`src/rtl/seq_divider_if.sv`:
```
// Start/ready handshake and operand/result bus of the sequential restoring divider.
// It uses the same handshake as the shift-add multiplier, so the control logic driving either block is the same.
interface seq_divider_if #(
  parameter int N = 8
);
  logic             start;
  logic [2*N-1:0]   AQin;
  logic [N-1:0]     Min;
  logic             ready;
  logic [N-1:0]     Q;
  logic [N-1:0]     R;
  logic             div_zero;
  logic             overflow;

  modport master (
    output start, AQin, Min,
    input  ready, Q, R, div_zero, overflow
  );

  modport slave (
    input  start, AQin, Min,
    output ready, Q, R, div_zero, overflow
  );
endinterface

```
`src/rtl/seq_divider.sv`:
```
// N-bit unsigned sequential restoring divider: divides a 2N-bit dividend by an N-bit divisor.
// It does one shift/trial-subtract per clock, and the quotient, remainder and flags are registered.
module seq_divider #(
  parameter int N = 8
) (
  input  logic        clock,
  input  logic        n_rst,
  seq_divider_if.slave bus
);

  localparam int CW = $clog2(N + 1);
  localparam logic [CW-1:0] COUNT_INIT = CW'(N);
  localparam logic [CW-1:0] COUNT_LAST = CW'(1);

  typedef enum logic [1:0] {IDLE, BUSY, DONE} state_t;

  state_t        state;
  logic [N:0]    a;
  logic [N-1:0]  qreg;
  logic [N-1:0]  m;
  logic [CW-1:0] count;

  logic [N:0]    shifted;
  logic [N+1:0]  trial;
  logic          fits;
  logic [N:0]    a_next;
  logic [N-1:0]  q_next;

  // The extra top bit of trial acts as a borrow flag, so the subtraction never wraps.
  always_comb begin
    // NOTE: every combinational output is assigned on every path; otherwise a latch would be inferred.
    shifted = {a[N-1:0], qreg[N-1]};
    trial   = {1'b0, shifted} - {2'b00, m};
    fits    = ~trial[N+1];
    a_next  = fits ? trial[N:0] : shifted;
    q_next  = {qreg[N-2:0], fits};
  end

  always_ff @(posedge clock or negedge n_rst) begin
    if (!n_rst) begin
      state        <= IDLE;
      a            <= '0;
      qreg         <= '0;
      m            <= '0;
      count        <= '0;
      bus.ready    <= 1'b1;
      bus.Q        <= '0;
      bus.R        <= '0;
      bus.div_zero <= 1'b0;
      bus.overflow <= 1'b0;
    end else begin
      // NOTE: state uses non-blocking assignments, so every branch sees the values from before the edge.
      case (state)
        IDLE: begin
          if (bus.start) begin
            m            <= bus.Min;
            a            <= {1'b0, bus.AQin[2*N-1:N]};
            qreg         <= bus.AQin[N-1:0];
            count        <= COUNT_INIT;
            bus.div_zero <= 1'b0;
            bus.overflow <= 1'b0;
            bus.ready    <= 1'b0;
            if (bus.Min == '0) begin
              bus.div_zero <= 1'b1;
              bus.Q        <= '0;
              bus.R        <= '0;
              state        <= DONE;
            end else if (bus.AQin[2*N-1:N] >= bus.Min) begin
              // The quotient only fits in N bits when the upper half of the dividend is smaller than the divisor.
              bus.overflow <= 1'b1;
              bus.Q        <= '0;
              bus.R        <= '0;
              state        <= DONE;
            end else begin
              state <= BUSY;
            end
          end else begin
            bus.ready <= 1'b1;
          end
        end

        BUSY: begin
          a     <= a_next;
          qreg  <= q_next;
          count <= count - 1'b1;
          if (count == COUNT_LAST) begin
            bus.Q     <= q_next;
            bus.R     <= a_next[N-1:0];
            bus.ready <= 1'b1;
            state     <= DONE;
          end
        end

        DONE: begin
          // If start is still high, the block waits here, so a start held high does not begin a second division.
          bus.ready <= 1'b1;
          if (!bus.start) state <= IDLE;
        end

        default: state <= IDLE;
      endcase
    end
  end

endmodule
```
`src/flat_wrapper.sv`:
```
// flat-port wrapper written by rule: the top's interface ports become plain ports
module seq_divider_flat 
#(
  parameter int N = 8
)
  (clock, n_rst, bus_start, bus_AQin, bus_Min, bus_ready, bus_Q, bus_R, bus_div_zero, bus_overflow);
  seq_divider_if #(.N(N)) bus_i ();
  input  logic clock;
  input  logic n_rst;
  input wire logic [$bits(bus_i.start)-1:0] bus_start;
  input wire logic [$bits(bus_i.AQin)-1:0] bus_AQin;
  input wire logic [$bits(bus_i.Min)-1:0] bus_Min;
  output wire logic [$bits(bus_i.ready)-1:0] bus_ready;
  output wire logic [$bits(bus_i.Q)-1:0] bus_Q;
  output wire logic [$bits(bus_i.R)-1:0] bus_R;
  output wire logic [$bits(bus_i.div_zero)-1:0] bus_div_zero;
  output wire logic [$bits(bus_i.overflow)-1:0] bus_overflow;
  assign bus_i.start = bus_start;
  assign bus_i.AQin = bus_AQin;
  assign bus_i.Min = bus_Min;
  assign bus_ready = bus_i.ready;
  assign bus_Q = bus_i.Q;
  assign bus_R = bus_i.R;
  assign bus_div_zero = bus_i.div_zero;
  assign bus_overflow = bus_i.overflow;
  seq_divider #(.N(N)) u_core (.clock(clock), .n_rst(n_rst), .bus(bus_i));
endmodule
```
`config.mk`:
```
export PLATFORM = sky130hd
export DESIGN_NAME = seq_divider_flat
export DESIGN_NICKNAME = d
export VERILOG_FILES = /design/src/rtl/seq_divider_if.sv /design/src/rtl/seq_divider.sv /design/src/flat_wrapper.sv
export SDC_FILE = /design/constraint.sdc
export NUM_CORES = 1
export LEC_CHECK = 0
export ABC_CLOCK_PERIOD_IN_PS = 3000
export CORE_ASPECT_RATIO = 0.6
export CORE_UTILIZATION = 54
export CTS_CLUSTER_DIAMETER = 60
export DETAILED_ROUTE_END_ITERATION = 16
export GPL_TIMING_DRIVEN = 0
export PLACE_DENSITY_LB_ADDON = 0.2
export SYNTH_ARGS = -nofsm -noshare
export SYNTH_HDL_FRONTEND = slang
export SYNTH_SLANG_ARGS = --single-unit
```
`constraint.sdc`:
```
create_clock -name clock -period 3 [get_ports clock]
set_input_delay 0.3 -clock clock [delete_from_list [all_inputs] [get_ports clock]]
set_output_delay 0.3 -clock clock [all_outputs]
set_load 0.1 [all_outputs]
```
[Word level (Yosys, flattened, before mapping)]
Cells that the tools add are included.
Word-level totals
  register bits: 49
  latch bits: 0
  RAM bits: 0
  ROM bits: 0
  output and inout bits: 19
  memories kept: 0
Operators by class
  $add $sub $neg: 2
  $mul: 0
  divide/modulo/power cells: 0
  $lt $le $gt $ge: 1
  equal/unequal tests: 7
  shifts and indexed selects: 0
  mux-type cells: 26
  bitwise gates (word level): 1
  reduce and logical (&&, ||, !) cells: 9
Operator list (count)
  $mux 8: 8
  $pmux 8 s2: 4
  $mux 2: 5
  $sub 9x8->10: 1
  $ge 8x8->1: 1
  $logic_not 8->1: 1
  $pmux 4 s2: 1
  $pmux 2 s3: 1
  $reduce_and 2->1: 3
  $mux 1: 5
  $eq 4x1->1 const B: 1
  $mux 4: 1
  $ne 2x2->1 const B: 2
  $reduce_and 4->1: 1
  $sub 4x1->4 const B: 1
  $ne 3x1->1 const B: 1
  $pmux 1 s3: 1
  $reduce_and 3->1: 1
  $reduce_bool 3->1: 1
  $eq 2x1->1 const B: 1
  $eq 2x2->1 const B: 1
  $logic_not 2->1: 1
  $ne 2x1->1 const B: 1
  $reduce_bool 2->1: 1
  $not 1->1: 1

[Longest topological paths before layout]
  depth after elaboration: 5
  mapped depth: 10

[Least setup slack after synthesis]
OpenSTA, ideal clock, no wires.
  kind: input -> register
  start point: input bus_AQin[8]
  end point: register u_core.bus.Q[6]
  setup time: 0.125 ns
  arrival time: 1.981 ns
  required time: 2.875 ns
  slack: 0.894 ns
  stages: 9
  path buffers: 1
  path through: inv_1 -> ha_1 -> nand2b_1 -> a21o_1 -> a2111oi_4 -> o21ai_2 -> nand2_4 -> buf_12 -> mux2_4
On the way
  word-level cells in the longest chain between the ends: 3
RTL lines
  start: declaration: RTL line flat_wrapper.sv:11  | input wire logic [$bits(bus_i.AQin)-1:0] bus_AQin;
  $ge 8x8->1: RTL line seq_divider.sv:68  | end else if (bus.AQin[2*N-1:N] >= bus.Min) begin
  $ne 3x1->1 (no line)
  $reduce_and 4->1 (no line)
  end signal: assignment: RTL line seq_divider.sv:87  | bus.Q <= q_next;
  end: declaration: RTL line seq_divider_if.sv:22  | output ready, Q, R, div_zero, overflow
Every way passes these cells.
A chain may end at the register's enable or synchronous reset.

[Worst setup path after layout]
  start point: register u_core.m[4]
  end point: register u_core.bus.R[1]
On the way
  word-level cells in the longest chain between the ends: 4
RTL lines
  start: declaration: RTL line seq_divider.sv:20  | logic [N-1:0] m;
  start signal: assignment: RTL line seq_divider.sv:56  | m <= bus.Min;
  $sub 9x8->10: RTL line seq_divider.sv:33  | trial = {1'b0, shifted} - {2'b00, m};
  $mux 8: RTL line seq_divider.sv:35  | a_next = fits ? trial[N:0] : shifted;
  $mux 8: RTL line seq_divider.sv:86  | if (count == COUNT_LAST) begin
  $pmux 8 s2: RTL line seq_divider.sv:53  | case (state)
  end signal: assignment: RTL line seq_divider.sv:88  | bus.R <= a_next[N-1:0];
  end: declaration: RTL line seq_divider_if.sv:22
Every way passes these cells. The select of a mux whose other input is x is not followed.

==> results_dict.tcl <==
set metrics [dict create \
    run_status "complete, no violations" \
    yosys_warnings 0 \
    power.total_mw 4.404 \
    met1_usage 0.3936 \
    grt_pass1_vias 2414 \
    synth_top_area_frac 0.4070 \
    gr-usage-met2 0.4036 \
    place_inst 431 \
    max_freq_mhz 402.2 \
    fin_skew_ns 0.01199 \
    clk_latency_ns 0.32 \
    setup.worst_path.class "reg -> reg" \
    end_kind "register" \
    path_delay_family "compound AO/OA/AOI/OAI gates" \
    worst_pin_slew_ns 0.9719 \
    overflow 0 \
    seqPwrFrac 0.261 \
    area_delta_synth_final_pct 22.81 \
    finalMaxSlewViolations 0 \
    setup_viol 0 \
    netlist_instances 319 \
    worstSetupPathDepth 9 \
    p_switching_mw 2.261 \
    crit_buf_inv 2 \
    syn_avg_cell_area_sq_um 9.253 \
    hpwl_microns 5442 \
    r2r-end "u_core.bus.R[1]" \
    finalHoldViolations 0 \
    design_area_sq_um 3625 \
    vdd_drop_max_v 0.0005698 \
    slew_headroom 0.3501 \
    via_per_inst 5.775 \
    crit_chain "inv_1, ha_1, a21oi_1, o221ai_1, o21ba_2, buf_2, mux2i_1, nor2_1, mux2_2" \
    p_clk_frac 0.112 \
    synth_seq_area_share 0.4159 \
    io_pins 46 \
    final_nets 423 \
    power_density_nw_per_um2 1215 \
    critPathCapture "u_core.bus.R[1]" \
    wl_microns 7292 \
    fin_hold_ws_ns 0.4900 \
    final_core_util 0.7032 \
    coreArea_sq_um 5155 \
    fin_crit_ns 2.486 \
    ys_types 54 \
    clkSinkCount 49 \
    grt_pass1_wl_microns 11810 \
    ys_ff_latch 49 \
    cts_root_buf "clkbuf_8" \
    cp_data_required_time_ns 3.21 \
    grt-busiest-layer "met2" \
    synthFlopType "dfrtp_1" \
    cp_max_fo 9 \
    p_leak_nw 1.704 \
    preCtsSetupSlack_ns 0.2023 \
    async_reset_ff_frac 1.000 \
    synth.top_cells.by_area "dfrtp_1 (41%), ha_1 (9.3%), a21oi_1 (5.3%), o21ai_0 (4.4%), inv_1 (4.3%)" \
    h-tree-depth 2 \
    synth_area_sq_um 2952 \
    clk_path_buf_depth 2 \
    cts_tree "built" \
    slowest_stage "dfrtp_1" \
    gp_congestion 0.9091 \
    initial_utilization 0.5726 \
    wl_per_cell_microns 16.57 \
    yosys.area.top_type "dfrtp_1" \
    synth_nets 369 \
    worstPathArrival_ns 2.70 \
    firstDrtPassIters 5 \
    p_sw_frac 0.5135 \
    drt_iter0_drc 196 \
    use_met3 0.06722 \
    worst_slack_ns 0.5135 \
    antenna_cells 0 \
    fin_tns_setup_ns 0 \
    remaining_drc_errors 0 \
    combPwrFrac 0.627 \
    drv_cap 0 \
    rsz0062_at_grt "no" \
    dieArea_sq_um 5775 \
    drive_gt1_frac 0.08021 \
    p_int_mw 2.143 \
    portBuffers 45 \
    cts-buffers-inserted 5 \
    grt_antenna_before_repair 0 \
    ff2ff_setup_slack_ns 0.51 \
    vias 2541 \
    hp-class "reg -> reg" \
    final_antenna_net_count 0 \
    grtUsageTotal 0.2681 \
    period_share 0.8288 \
    fp.dieH_microns 59.27 \
    dpl_cell_area_sq_um 3500 \
    critPathLaunchType "register" \
    r2r_start "u_core.m[4]" \
    synth_edf_count 0 \
    placementRows 20 \
    clk_pin_slew_ns 0.10 \
    fin_cells 440 \
    r2r_cells 9 \
    grt_start_max_net_pins 27 \
    cp_slowest_stage_delay_ns 0.36 \
    worstSetupStartpoint "u_core.m[4]" \
    fp.dieW_microns 97.45 \
]
cells by family after synthesis:
family | count (synthesis) | share of synthesized area
adder cells (fa/ha/maj) | 23 | 0.1000
buffers and inverters | 49 | 0.06952
AND/OR/NAND/NOR | 76 | 0.1157
flip-flops | 49 | 0.4159
XOR/XNOR | 5 | 0.01484
multiplexers | 20 | 0.07249
AO/OA/AOI/OAI | 97 | 0.2115
layer usage:
metal	wire [microns]	vias up	share of wire
li1	-	1217	-
met4	97	0	0.013
met5	0	-	0
met1	3641	1216	0.50
met3	492	13	0.067
met2	3060	95	0.42
placed cells by master, fill, tap and decap left out, types with 2 or more instances in the layout:
| cell | n |
|---|---|
| clkbuf_1 | 7 |
| xnor2_1 | 3 |
| nand3_1 | 2 |
| ha_1 | 22 |
| nor3_1 | 3 |
| mux2_2 | 7 |
| a21o_1 | 7 |
| nand2_1 | 30 |
| a21boi_0 | 4 |
| a31oi_1 | 2 |
| o2111ai_1 | 2 |
| and2_1 | 3 |
| buf_12 | 2 |
| clkdlybuf4s50_1 | 44 |
| o21ai_0 | 26 |
| o22ai_1 | 4 |
| dfrtp_1 | 48 |
| o2bb2ai_1 | 2 |
| o211ai_1 | 2 |
| o311ai_0 | 2 |
| a21oi_1 | 31 |
| buf_2 | 4 |
| mux2i_1 | 12 |
| inv_1 | 34 |
| nand2b_1 | 3 |
| clkbuf_8 | 5 |
| buf_1 | 2 |
| nor2_1 | 26 |
| xor2_1 | 2 |
| nor4_1 | 2 |
| a211oi_1 | 2 |
what timing repair did:
action | 4_1_cts | 5_1_grt
hold buffers | 1 | 0
hold endpoints to repair | 5 | 0
setup endpoints to repair | 0 | 0
buffers inserted | 0 | 0
gates resized for setup | 0 | 0
cells in the mapped netlist, types with 3 or more instances:
library cell,number
mux2i_1,12
a21boi_0,4
buf_2,3
nor3_1,3
a21o_1,7
o22ai_1,4
xnor2_1,3
nand2b_1,3
clkbuf_1,7
and2_1,3
mux2_2,7
nand2_1,30
inv_1,34
ha_1,22
o21ai_0,26
dfrtp_1,48
a21oi_1,31
nor2_1,26
tightest hold or removal path, cell delays in order, from the launching register on:
cell,delay (ns)
dfrtp_1,0.35
nand2_1,0.05
o21ai_0,0.06
worst min-delay path by stage:
stage,from,to,slack (ns),depth (start not counted)
after CTS,u_core.m[2],u_core.m[2],0.49,2
after global placement,u_core.m[4],u_core.m[4],0.46,2
final,u_core.m[2],u_core.m[2],0.49,2
after global routing,u_core.bus.R[0],u_core.bus.R[0],0.52,1
after detailed placement,n_rst,u_core.a[1],0.34,1
after floorplan,n_rst,u_core.a[0],0.004,0
area by class of cell:
cell class	count	area, sq um
fillers	420	1530
multi-input cells	221	1519
flip-flops and latches	49	1227
repair buffers	47	475.5
inverters	35	131.4
well taps	66	82.58
plain buffers	14	73.82
clock buffers	5	68.82
clock inverters	3	46.29
sequential cells by signal, indices dropped and copies added (netlist names):
| name | cells |
|---|---|
| u_core.m | 8 |
| u_core.bus.ready | 1 |
| u_core.bus.div_zero | 1 |
| u_core.bus.Q | 8 |
| u_core.qreg | 8 |
| u_core.a | 8 |
| u_core.state | 2 |
| u_core.count | 4 |
| u_core.bus.overflow | 1 |
| u_core.bus.R | 8 |
power groups by stage:
stage | Combinational [mW] | Clock (mW) | Sequential, mW
6_report | 2.76 | 0.495 | 1.15
5_1_grt | 3.00 | 0.520 | 1.18
4_1_cts | 2.74 | 0.499 | 1.15
3_5_place_dp | 2.70 | 0 | 1.16
3_3_place_gp | 2.66 | 0 | 1.14
2_1_floorplan | 1.47 | 0 | 1.74
No activity file was read; power rests on OpenSTA's default activity.
==> RTL change (same settings) <==
Reset style: synchronous (`n_rst`), changed in one clocked block.
--- a/src/rtl/seq_divider.sv
+++ b/src/rtl/seq_divider.sv
@@ -38,3 +38,3 @@
 
-  always_ff @(posedge clock or negedge n_rst) begin
+  always_ff @(posedge clock) begin
     if (!n_rst) begin
Function: differs if n_rst is asserted again (counterexample within 4 cycles, from zero or initial values and one cycle with n_rst low); with n_rst held inactive, the same outputs for 4 cycles.
==> RTL change against the unedited design <==
Count of clock-buffer cells in the layout unchanged. Highest routed layer unchanged. Via count fell by 3.7%. Synthesized area decreased by 6.8%. Sequential cell count unchanged. Sequential share of layout area fell by 5.2 points. Final area shrank 5.7%. Final cell count down 1.6%. Total power fell by 26%. Clock skew decreased by 0.0025 ns. Critical path type is now input port to flop. Wire length is 10% lower. Setup slack gained 0.12 ns.
==> RTL change: results <==
set metrics [dict create \
    status "completed" \
    post_dp_cell_area_um2 3280 \
    nNetsFinal 419 \
    synth_area_leaders "dfxtp_1 36%, ha_1 10%, nand2_1 7.5%" \
    rr_endpoint "u_core.a[6]$_SDFFE_PN0P_" \
    crit_slowest_cell "clkdlybuf4s50_1" \
    seq_area_frac_synth_pct 35.7 \
    cpPeakStageDelay_ns 0.51 \
    p_int_uw 1830 \
    synthTopCellsByCount "55 x nand2_1, 49 x dfxtp_1, 23 x inv_1" \
    hpwl_um 5160 \
    power_uw 3260 \
    worstReg2RegStart "u_core.m[3]$_SDFFE_PN0P_" \
    grt_pass1_wl_um 10500 \
    drt_iter0_drc 233 \
    cp-endpoint "u_core.bus.Q[0]$_SDFFE_PN0P_" \
    antenna_found_initial 0 \
    drt_wl_total_um 6540 \
    post_cts_buffers 0 \
    cellLeakagePower_uw 0.00144 \
    post_drt_wl_per_cell_um 15.1 \
    critPathArrivalTime_ns 2.61 \
    slew_headroom_pct 34.4 \
    min_from "u_core.bus.Q[2]$_SDFFE_PN0P_" \
    vdd_ir_drop_max_mv 0.606 \
    place_ws_ns 0.343 \
    h-tree-depth 2 \
    clock_skew_ns 0.00945 \
    track_usage_pct 25.8 \
    port_buffers 45 \
    hold_slack_ns 0.456 \
    critical_path.startpoint "bus_Min[4]" \
    worst_hold_path.endpoint "u_core.bus.Q[2]$_SDFFE_PN0P_" \
    reg2reg_depth 8 \
    async_flop_share_pct 0 \
    fill_cells 373 \
    final_layout_size_suffix_gt1_share_pct 6.22 \
    synth_cell_types 49 \
    firstDrtPassIters 6 \
    whs_path_depth 2 \
    dpl.cell_count 425 \
    hp-class "flop to flop" \
    cts_buffers 5 \
    place_congestion 0.862 \
    syn_nets 367 \
    pg_seq_uw 910 \
    grt_max_degree 17 \
    pg_clk_uw 566 \
    yosys_warnings 0 \
    crit_fanout 10 \
    rrSetupSlack_ns 0.65 \
    synth_flop_cell "dfxtp_1" \
    clk_latency_ns 0.31 \
    vias 2446 \
    grt_pass1_vias 2097 \
    netlist_instances 317 \
]
==> RTL change: final cells by class <==
type                       instances  area [um2]  area share (%)
multi-input combinational        230        1600            46.9
sequential                        49         981            28.7
timing repair buffer              45         450            13.2
inverter                          23        86.3            2.53
buffer                            15        81.3            2.38
tap                               63        78.8            2.31
clock buffer                       5        68.8            2.01
clock inverter                     3        68.8            2.01
==> RTL change: per-layer routing <==
metal	GRT usage, %	up-vias	share of wire (%)
met5	0	-	0
met4	5.49	0	0.81
met3	6.67	7	7.9
met2	35.3	97	40
met1	40.1	1134	51
li1	-	1208	-
==> RTL change: logic make-up after synthesis <==
| family | share of synthesized area (%) |
|---|---|
| adders and majority gates | 10.7 |
| DFF | 35.7 |
| muxes | 6.37 |
| and+or+nand+nor | 16.5 |
| buffers and inverters | 6.09 |
| AOI/OAI and AO/OA | 23.1 |
| xor gates and xnor gates | 1.59 |
